--- src/rtl/serial_add_ctrl.sv ---
// Bit-serial adder: one full-adder slice per clock, LSB first.
// A WIDTH-bit addition takes WIDTH RUN cycles plus one DONE cycle.
module serial_add_ctrl #(
    parameter int unsigned WIDTH = 8
) (
    input  logic             clk,
    input  logic             rst,
    input  logic             start,
    input  logic [WIDTH-1:0] a,
    input  logic [WIDTH-1:0] b,
    input  logic             c,
    output logic             busy,
    output logic             done,
    output logic [WIDTH-1:0] sum,
    output logic             cout
);

    localparam int unsigned CW = $clog2(WIDTH);
    localparam logic [CW-1:0] LAST = CW'(WIDTH - 1);

    typedef enum logic [1:0] {
        IDLE,
        RUN,
        DONE
    } state_t;

    state_t state, state_next;

    logic [CW-1:0]    cnt;
    logic             carry;
    logic [WIDTH-1:0] a_sh;
    logic [WIDTH-1:0] b_sh;
    logic [WIDTH-1:0] psum;
    logic [WIDTH-1:0] psum_next;
    logic             slice_sum;
    logic             slice_carry;
    logic             last_bit;

    // Operands shift right, so the current bit always sits at position 0.
    always_comb begin
        slice_sum        = a_sh[0] ^ b_sh[0] ^ carry;
        slice_carry      = (a_sh[0] & b_sh[0]) | (a_sh[0] & carry) | (b_sh[0] & carry);
        last_bit         = (cnt == LAST);
        psum_next        = psum;
        psum_next[cnt]   = slice_sum;
    end

    always_comb begin
        state_next = state;
        case (state)
            IDLE:    if (start) state_next = RUN;
            RUN:     if (last_bit) state_next = DONE;
            DONE:    state_next = IDLE;
            default: state_next = IDLE;
        endcase
    end

    always_ff @(posedge clk) begin
        if (rst) begin
            state <= IDLE;
        end else begin
            state <= state_next;
        end
    end

    // Status flags are registered copies of the next state.
    always_ff @(posedge clk) begin
        if (rst) begin
            busy <= 1'b0;
            done <= 1'b0;
        end else begin
            busy <= (state_next == RUN);
            done <= (state_next == DONE);
        end
    end

    always_ff @(posedge clk) begin
        if (rst) begin
            cnt   <= '0;
            carry <= 1'b0;
            a_sh  <= '0;
            b_sh  <= '0;
            psum  <= '0;
            sum   <= '0;
            cout  <= 1'b0;
        end else begin
            case (state)
                IDLE: begin
                    if (start) begin
                        a_sh  <= a;
                        b_sh  <= b;
                        carry <= c;
                        cnt   <= '0;
                        psum  <= '0;
                    end
                end
                RUN: begin
                    a_sh  <= a_sh >> 1;
                    b_sh  <= b_sh >> 1;
                    carry <= slice_carry;
                    psum  <= psum_next;
                    if (last_bit) begin
                        sum  <= psum_next;
                        cout <= slice_carry;
                        cnt  <= '0;
                    end else begin
                        cnt  <= cnt + CW'(1);
                    end
                end
                default: begin
                end
            endcase
        end
    end

endmodule

--- config.mk ---
export PLATFORM = sky130hd
export DESIGN_NAME = serial_add_ctrl
export DESIGN_NICKNAME = d
export VERILOG_FILES = /design/src/rtl/serial_add_ctrl.sv
export SDC_FILE = /design/constraint.sdc
export NUM_CORES = 1
export LEC_CHECK = 0
export CAP_MARGIN = 20
export CORE_ASPECT_RATIO = 0.6
export CORE_MARGIN = 2
export CORE_UTILIZATION = 50
export CTS_CLUSTER_DIAMETER = 30
export DETAILED_ROUTE_END_ITERATION = 7
export GPL_ROUTABILITY_DRIVEN = 1
export PLACE_DENSITY = 0.76
export RECOVER_POWER = 100
export SETUP_SLACK_MARGIN = 0.5
export SLEW_MARGIN = 5
export SYNTH_ARGS = -nofsm -noshare
export SYNTH_HDL_FRONTEND = slang
export SYNTH_SLANG_ARGS = --single-unit
--- constraint.sdc ---
create_clock -name clk -period 1.8 [get_ports clk]
set_input_delay 0.27 -clock clk [delete_from_list [all_inputs] [get_ports clk]]
set_output_delay 0.27 -clock clk [all_outputs]
set_load 0.02 [all_outputs]
==> run_results.csv, run 1 <==
group,metric,value,unit
floorplanning,die_w,82.0,um
min_path,hold_start,"psum[6]",
worst_setup_path,slowest_delay,540,ps
logic_synthesis,synth.top_cell.area_share,0.450,
logic_synthesis,synthTopCellsByArea,"dfxtp_1, a211oi_1, nor2_1",
logic_synthesis,synth_edf_count,0,
worst_setup_path,worstPathCellList,"fa_1, clkbuf_2, mux2i_1, a211oi_2",
global_route,grt_usage,0.240,
sta,fin_crit_sh,0.883,
worst_setup_path,cp.required,2020,ps
logic_synthesis,synth-main-ff-cell,"dfxtp_1",
min_path,holdPathEnd,"psum[6]",
finish,final_common_cell,"dfxtp_1",
drt,wirelength,4.75,mm
finish,n_fill_cell,242,
clock_tree,cts.sinks,41,
finish,regArea,835,um^2
global_route,use_met3,0.0612,
global_route,grt_overflow,0,
finish,fin_cells,281,
logic_synthesis,yosysSeqAreaShare,0.450,
sta,slew_viol_final,0,
drt,avgViaCountPerCell,5.79,
clock_tree,clockBufferDepth,2,
place,hpwl,3.01,mm
worst_setup_path,critPathSlowestCell,"fa_1",
clock_tree,cts.clk_slew.worst_paths,70,ps
global_route,grt_max_degree,42,
logic_synthesis,synth-seq-cells,41,
logic_synthesis,syn_area,0.00182,mm^2
worst_setup_path,r2r-start,"b_sh[0]",
finish,drive_above_1_share,0.233,
finish,diodes,0,
outcome,status,"complete, no violations",
worst_setup_path,cp.arrival,1810,ps
sta,post-route-min-period,1590,ps
finish,layout_common_cells,"dfxtp_1, nor2_1, clkdlybuf4s50_1",
finish,num-nets-final,258,
drt,drc,0,
min_path,hold_class,"reg -> reg",
place,place_inst,264,
sta,fin_tns_setup,0,ps
global_route,met1_usage,0.334,
finish,fin_area,0.00251,mm^2
floorplanning,start_util,0.542,
global_route,grt_pass1_wl,7.37,mm
floorplanning,fp-row-count,16,
sta,slew_headroom,0.654,
worst_setup_path,crit_family,"adder cells",
drt,wl_per_cell,16.9,um
power_and_ir_drop,p_per_area,752,mW/mm^2
place,port_buffers,30,
logic_synthesis,synth_area_leader_cell,"dfxtp_1",
drt,firstDrtPassIters,5,
sta,fmax,0.629,GHz
clock_tree,cts_tree,"done",
floorplanning,core,0.00336,mm^2
power_and_ir_drop,ir_drop,0.452,mV
clock_tree,htree_levels,2,
logic_synthesis,synthCells,197,
drt,vias,1626,
worst_setup_path,startpoint_type,"flop",
sta,tightest_slew,519,ps
worst_setup_path,r2r-end,"sum[4]",
sta,clock_skew,4.40,ps
min_path,hold_depth,1,
worst_setup_path,ff2ff_setup_slack,210,ps
global_route,antenna_found_initial,0,
clock_tree,cts_made_buffers,5,
power_and_ir_drop,p_leak,0.995,nW
logic_synthesis,async_reset_ff_frac,0,
logic_synthesis,synth_cell_types,30,
worst_setup_path,crit_buf_inv,1,
drt,drt_iter0_markers,133,
place,dpl_cell_area,0.00223,mm^2
sta,rsz0062_at_grt,"yes",
worst_setup_path,cp_max_fo,9,
drt,final_antenna_net_count,0,
clock_tree,worstSkewPairLatency,290,ps
floorplanning,die_h,50.8,um
run,maxCapViolations,0,
floorplanning,die_area,0.00416,mm^2
logic_synthesis,yosys_warnings,0,
global_route,grt_pass1_vias,1517,
place,gp_congestion,0.799,
logic_synthesis,avgSynthCellArea,9.26,um^2
logic_synthesis,synth_fp_nets,220,
worst_setup_path,endpoint_kind,"flop",
finish,multiInputGateArea,0.00102,mm^2
clock_tree,ctsHoldBuffers,0,
clock_tree,clockRootBuffer,"clkbuf_8",
global_route,met2_usage,0.355,
worst_setup_path,worstRegToRegCells,4,
finish,syn_to_final_growth,37.7,%
worst_setup_path,worst-setup-path-type,"reg -> reg",
global_route,grt.busiest_layer,"met2",
floorplanning,io_pins,31,
sta,hold_violations,0,
sta,setup_viol,0,
==> where the power goes <==
group	switching (W)	total, W	internal (W)
Combinational	0.000169	0.000302	0.000133
Sequential	0.0000298	0.000976	0.000946
Clock	0.000299	0.000612	0.000313
==> how the worst max path moves through the flow <==
stage,endpoint,slack (ps),cells past startpoint,from
after floorplan,sum[0],450,4,b_sh[0]
after global placement,psum[7],150,4,rst
after detailed placement,psum[4],80,4,rst
after CTS,sum[2],360,4,b_sh[0]
after global routing,sum[5],150,4,b_sh[0]
final,sum[4],210,4,b_sh[0]
==> worst register-to-register path, cell delays in order, from the launching register on <==
cell and delay [ps]:
dfxtp_2 330, fa_1 540, clkbuf_2 260, mux2i_1 150
a211oi_2 240
==> per-stage QoR <==
| stage | hold slack, ps | worst slack (ps) | power, W | utilization |
|---|---|---|---|---|
| 5_1_grt | 511 | 147 | 0.00198 | 0.747 |
| 4_1_cts | 481 | 358 | 0.00190 | 0.733 |
| 6_report | 487 | 211 | 0.00189 | 0.747 |
| 3_3_place_gp | 459 | 150 | 0.00127 | 0.662 |
| 3_5_place_dp | 462 | 79.4 | 0.00129 | 0.662 |
| 2_1_floorplan | 411 | 448 | 0.00120 | - |
==> kinds of logic after synthesis <==
kind of cell | Yosys count | share of synthesized area
fa+ha+maj | 3 | 0.0247
buf+inv | 20 | 0.0542
mux | 9 | 0.0494
simple gates | 62 | 0.179
flops | 41 | 0.450
compound gates | 62 | 0.243
==> state kept, by name, indices dropped and copies added, names as in the netlist <==
register / count
a_sh: 8
b_sh: 8
busy: 1
carry: 1
cnt: 3
cout: 1
done: 1
psum: 8
state: 2
sum: 8
==> synthesized netlist by cell type, types with 3 or more instances <==
cell	instances
a211oi_1	23
a21oi_1	13
a22o_1	8
a22oi_1	4
and3b_1	4
buf_2	10
clkbuf_1	3
dfxtp_1	41
inv_1	3
mux2i_1	9
nand2_1	13
nor2_1	31
nor2b_1	3
nor3b_2	3
o22ai_1	10
==> routing by layer <==
layer | part of all wire | vias up | wire length [um]
met2 | 0.46 | 46 | 2180
met4 | 0.017 | 0 | 79
li1 | - | 792 | -
met3 | 0.054 | 9 | 255
met5 | 0 | - | 0
met1 | 0.47 | 779 | 2240
==> layout make-up <==
| cell class | instances | area share |
|---|---|---|
| Multi-Input combinational cell | 136 | 0.406 |
| Timing Repair Buffer | 48 | 0.197 |
| Tap cell | 45 | 0.0224 |
| Sequential cell | 41 | 0.332 |
| Inverter | 3 | 0.00647 |
| Clock buffer | 8 | 0.0359 |
==> timing repair <==
item / 4_1_cts / 5_1_grt
hold endpoints to repair: 0 / 0
setup endpoints to repair: 44 / 26
gates cloned: 2 / 2
pin swaps: 1 / 0
gates resized for setup: 33 / 11
buffers inserted: 4 / 1
No activity file was read; power rests on OpenSTA's default activity.
==> run 2: changes to the inputs <==
--- a/config.mk
+++ b/config.mk
@@ -5,7 +5,7 @@
 export SDC_FILE = /design/constraint.sdc
 export NUM_CORES = 1
 export LEC_CHECK = 0
-export CAP_MARGIN = 20
+export CAP_MARGIN = 10
 export CORE_ASPECT_RATIO = 0.6
 export CORE_MARGIN = 2
 export CORE_UTILIZATION = 50
==> results of run 2 <==
Same layout as run 1: the final DEF is identical, and so are final timing and power.
==> run 3: changes to the inputs <==
--- a/config.mk
+++ b/config.mk
@@ -8,11 +8,10 @@
 export CAP_MARGIN = 10
 export CORE_ASPECT_RATIO = 0.6
 export CORE_MARGIN = 2
-export CORE_UTILIZATION = 50
+export CORE_UTILIZATION = 41
 export CTS_CLUSTER_DIAMETER = 30
 export DETAILED_ROUTE_END_ITERATION = 7
 export GPL_ROUTABILITY_DRIVEN = 1
-export PLACE_DENSITY = 0.76
 export RECOVER_POWER = 100
 export SETUP_SLACK_MARGIN = 0.5
 export SLEW_MARGIN = 5
==> run_results.csv, run 3 (synthesis gave the netlist of run 1 again) <==
group,metric,value,unit
finish,final_common_cell,"dfxtp_1",
finish,drive_above_1_share,0.242,
clock_tree,htree_levels,2,
drt,wl_per_cell,15.7,um
global_route,grt_pass1_vias,1485,
finish,utilization,0.607,
global_route,grt_overflow,0,
sta,hold_violations,0,
drt,drc,0,
power_and_ir_drop,switchingPower,0.000531,W
drt,avgViaCountPerCell,5.27,
sta,tightest_slew,468,ps
sta,fin_crit_sh,0.842,
place,hpwl,2.84,mm
drt,firstDrtPassIters,4,
finish,diodes,0,
worst_setup_path,crit_family,"simple AND/OR/NAND/NOR gates",
place,pre_cts_ws,102,ps
power_and_ir_drop,power_frac_comb,0.170,
outcome,status,"complete, no violations",
sta,slew_viol_final,0,
floorplanning,core,0.00419,mm^2
clock_tree,cts_tree,"done",
worst_setup_path,crit_buf_inv,0,
drt,final_antenna_net_count,0,
sta,fmax,0.660,GHz
drt,vias,1582,
power_and_ir_drop,p_per_area,782,mW/mm^2
finish,num-nets-final,262,
clock_tree,cts_made_buffers,5,
sta,clock_skew,11.3,ps
sta,fin_tns_setup,0,ps
worst_setup_path,worstPathCellList,"or3b_4, nor2_8, a22o_1",
clock_tree,cts.clk_slew.worst_paths,80,ps
worst_setup_path,worst-setup-path-type,"reg -> reg",
finish,fin_cells,300,
sta,slew_headroom,0.688,
min_path,hold_class,"reg -> reg",
power_and_ir_drop,p_sw_frac,0.267,
drt,wirelength,4.70,mm
worst_setup_path,cp.arrival,1750,ps
sta,setup_slack,285,ps
global_route,grt_pass1_wl,7.36,mm
sta,rsz0062_at_grt,"yes",
power_and_ir_drop,p_leak,1.02,nW
floorplanning,fp-row-count,18,
sta,post-route-min-period,1520,ps
place,port_buffers,30,
sta,setup_viol,0,
power_and_ir_drop,p_int,0.00146,W
clock_tree,worstSkewPairLatency,290,ps
clock_tree,cts.sinks,41,
clock_tree,clockRootBuffer,"clkbuf_8",
worst_setup_path,cp.required,2030,ps
global_route,antenna_found_initial,0,
power_and_ir_drop,seqPwrFrac,0.491,
clock_tree,ctsHoldBuffers,0,
place,place_inst,279,
floorplanning,die_h,55.7,um
power_and_ir_drop,clkPwrFrac,0.339,
worst_setup_path,startpoint_type,"flop",
place,gp_congestion,0.749,
floorplanning,start_util,0.435,
global_route,grt_max_degree,42,
worst_setup_path,critPathSlowestCell,"dfxtp_1",
run,maxCapViolations,0,
finish,syn_to_final_growth,39.4,%
global_route,grt_usage,0.182,
finish,layout_common_cells,"dfxtp_1, nor2_1, a211oi_1",
worst_setup_path,cp_max_fo,11,
floorplanning,io_pins,31,
drt,drt_iter0_markers,86,
floorplanning,die_area,0.00502,mm^2
power_and_ir_drop,ir_drop,0.436,mV
power_and_ir_drop,finalPower,0.00199,W
worst_setup_path,slowest_delay,580,ps
worst_setup_path,endpoint_kind,"flop",
floorplanning,die_w,90.1,um
clock_tree,clockBufferDepth,2,
[run 3: cell count changes in the layout (fill, tap and decap cells not counted), moves of 3 or more]
cell / delta
mux2i_1: -3
a211oi_1: +6
nor2b_1: +3
buf_4: +4
nor2b_4: -3
mux2i_2: +3
a211oi_2: -6
[run 3: cell type report]
| cell class | instances | area [um^2] |
|---|---|---|
| fillers | 379 | 1650 |
| multi-input cells | 136 | 986 |
| flip-flops and latches | 41 | 833 |
| repair buffers | 52 | 531 |
| clock buffers | 7 | 96.3 |
| well taps | 60 | 75.1 |
| inverters | 3 | 16.3 |
| clock inverters | 1 | 5.00 |
[run 3: power groups by stage]
stage               Clock (W)  Sequential (W)  Combinational [W]
finish               0.000673        0.000976           0.000339
global route         0.000720        0.000981           0.000367
CTS                  0.000675        0.000975           0.000307
detailed placement          0        0.000998           0.000286
global placement            0        0.000998           0.000279
floorplan                   0        0.000989           0.000206
[run 3: final timing paths]
check | slack [ps] | cells past startpoint | from | end
worst min register to register | 480 | 1 | psum[3] | psum[3]
worst max register to register | 280 | 3 | state[0] | psum[1]
worst min-delay path | 480 | 1 | psum[3] | psum[3]
worst max-delay path | 280 | 3 | state[0] | psum[1]
[run 3: repair_timing]
| item | 4_1_cts | 5_1_grt |
|---|---|---|
| setup endpoints to repair | 45 | 36 |
| gates resized for setup | 29 | 17 |
| pin swaps | 1 | 9 |
| gates cloned | 3 | 2 |
| setup buffers | 6 | 2 |
[run 3: routing by layer]
metal  track usage  wire [um]  part of all wire  up-vias
met5             0          0                 0        -
met4        0.0418         19            0.0040        0
met3        0.0420        258             0.055        2
met2         0.263       1930              0.41       38
met1         0.273       2490              0.53      750
li1              -          -                 -      792
[run 3: per-stage QoR]
| step | hold WS [ps] | instance area (um^2) |
|---|---|---|
| floorplan | 411 | 1920 |
| global placement | 460 | 2250 |
| detailed placement | 456 | 2250 |
| CTS | 481 | 2490 |
| global route | 515 | 2540 |
| finish | 484 | 2540 |
[run 3: worst register-to-register path: cells and delay by family (launching register included)]
family,cells,cell delay [ps]
AOI/OAI and AO/OA,1,170
DFF,1,580
and+or+nand+nor,2,710
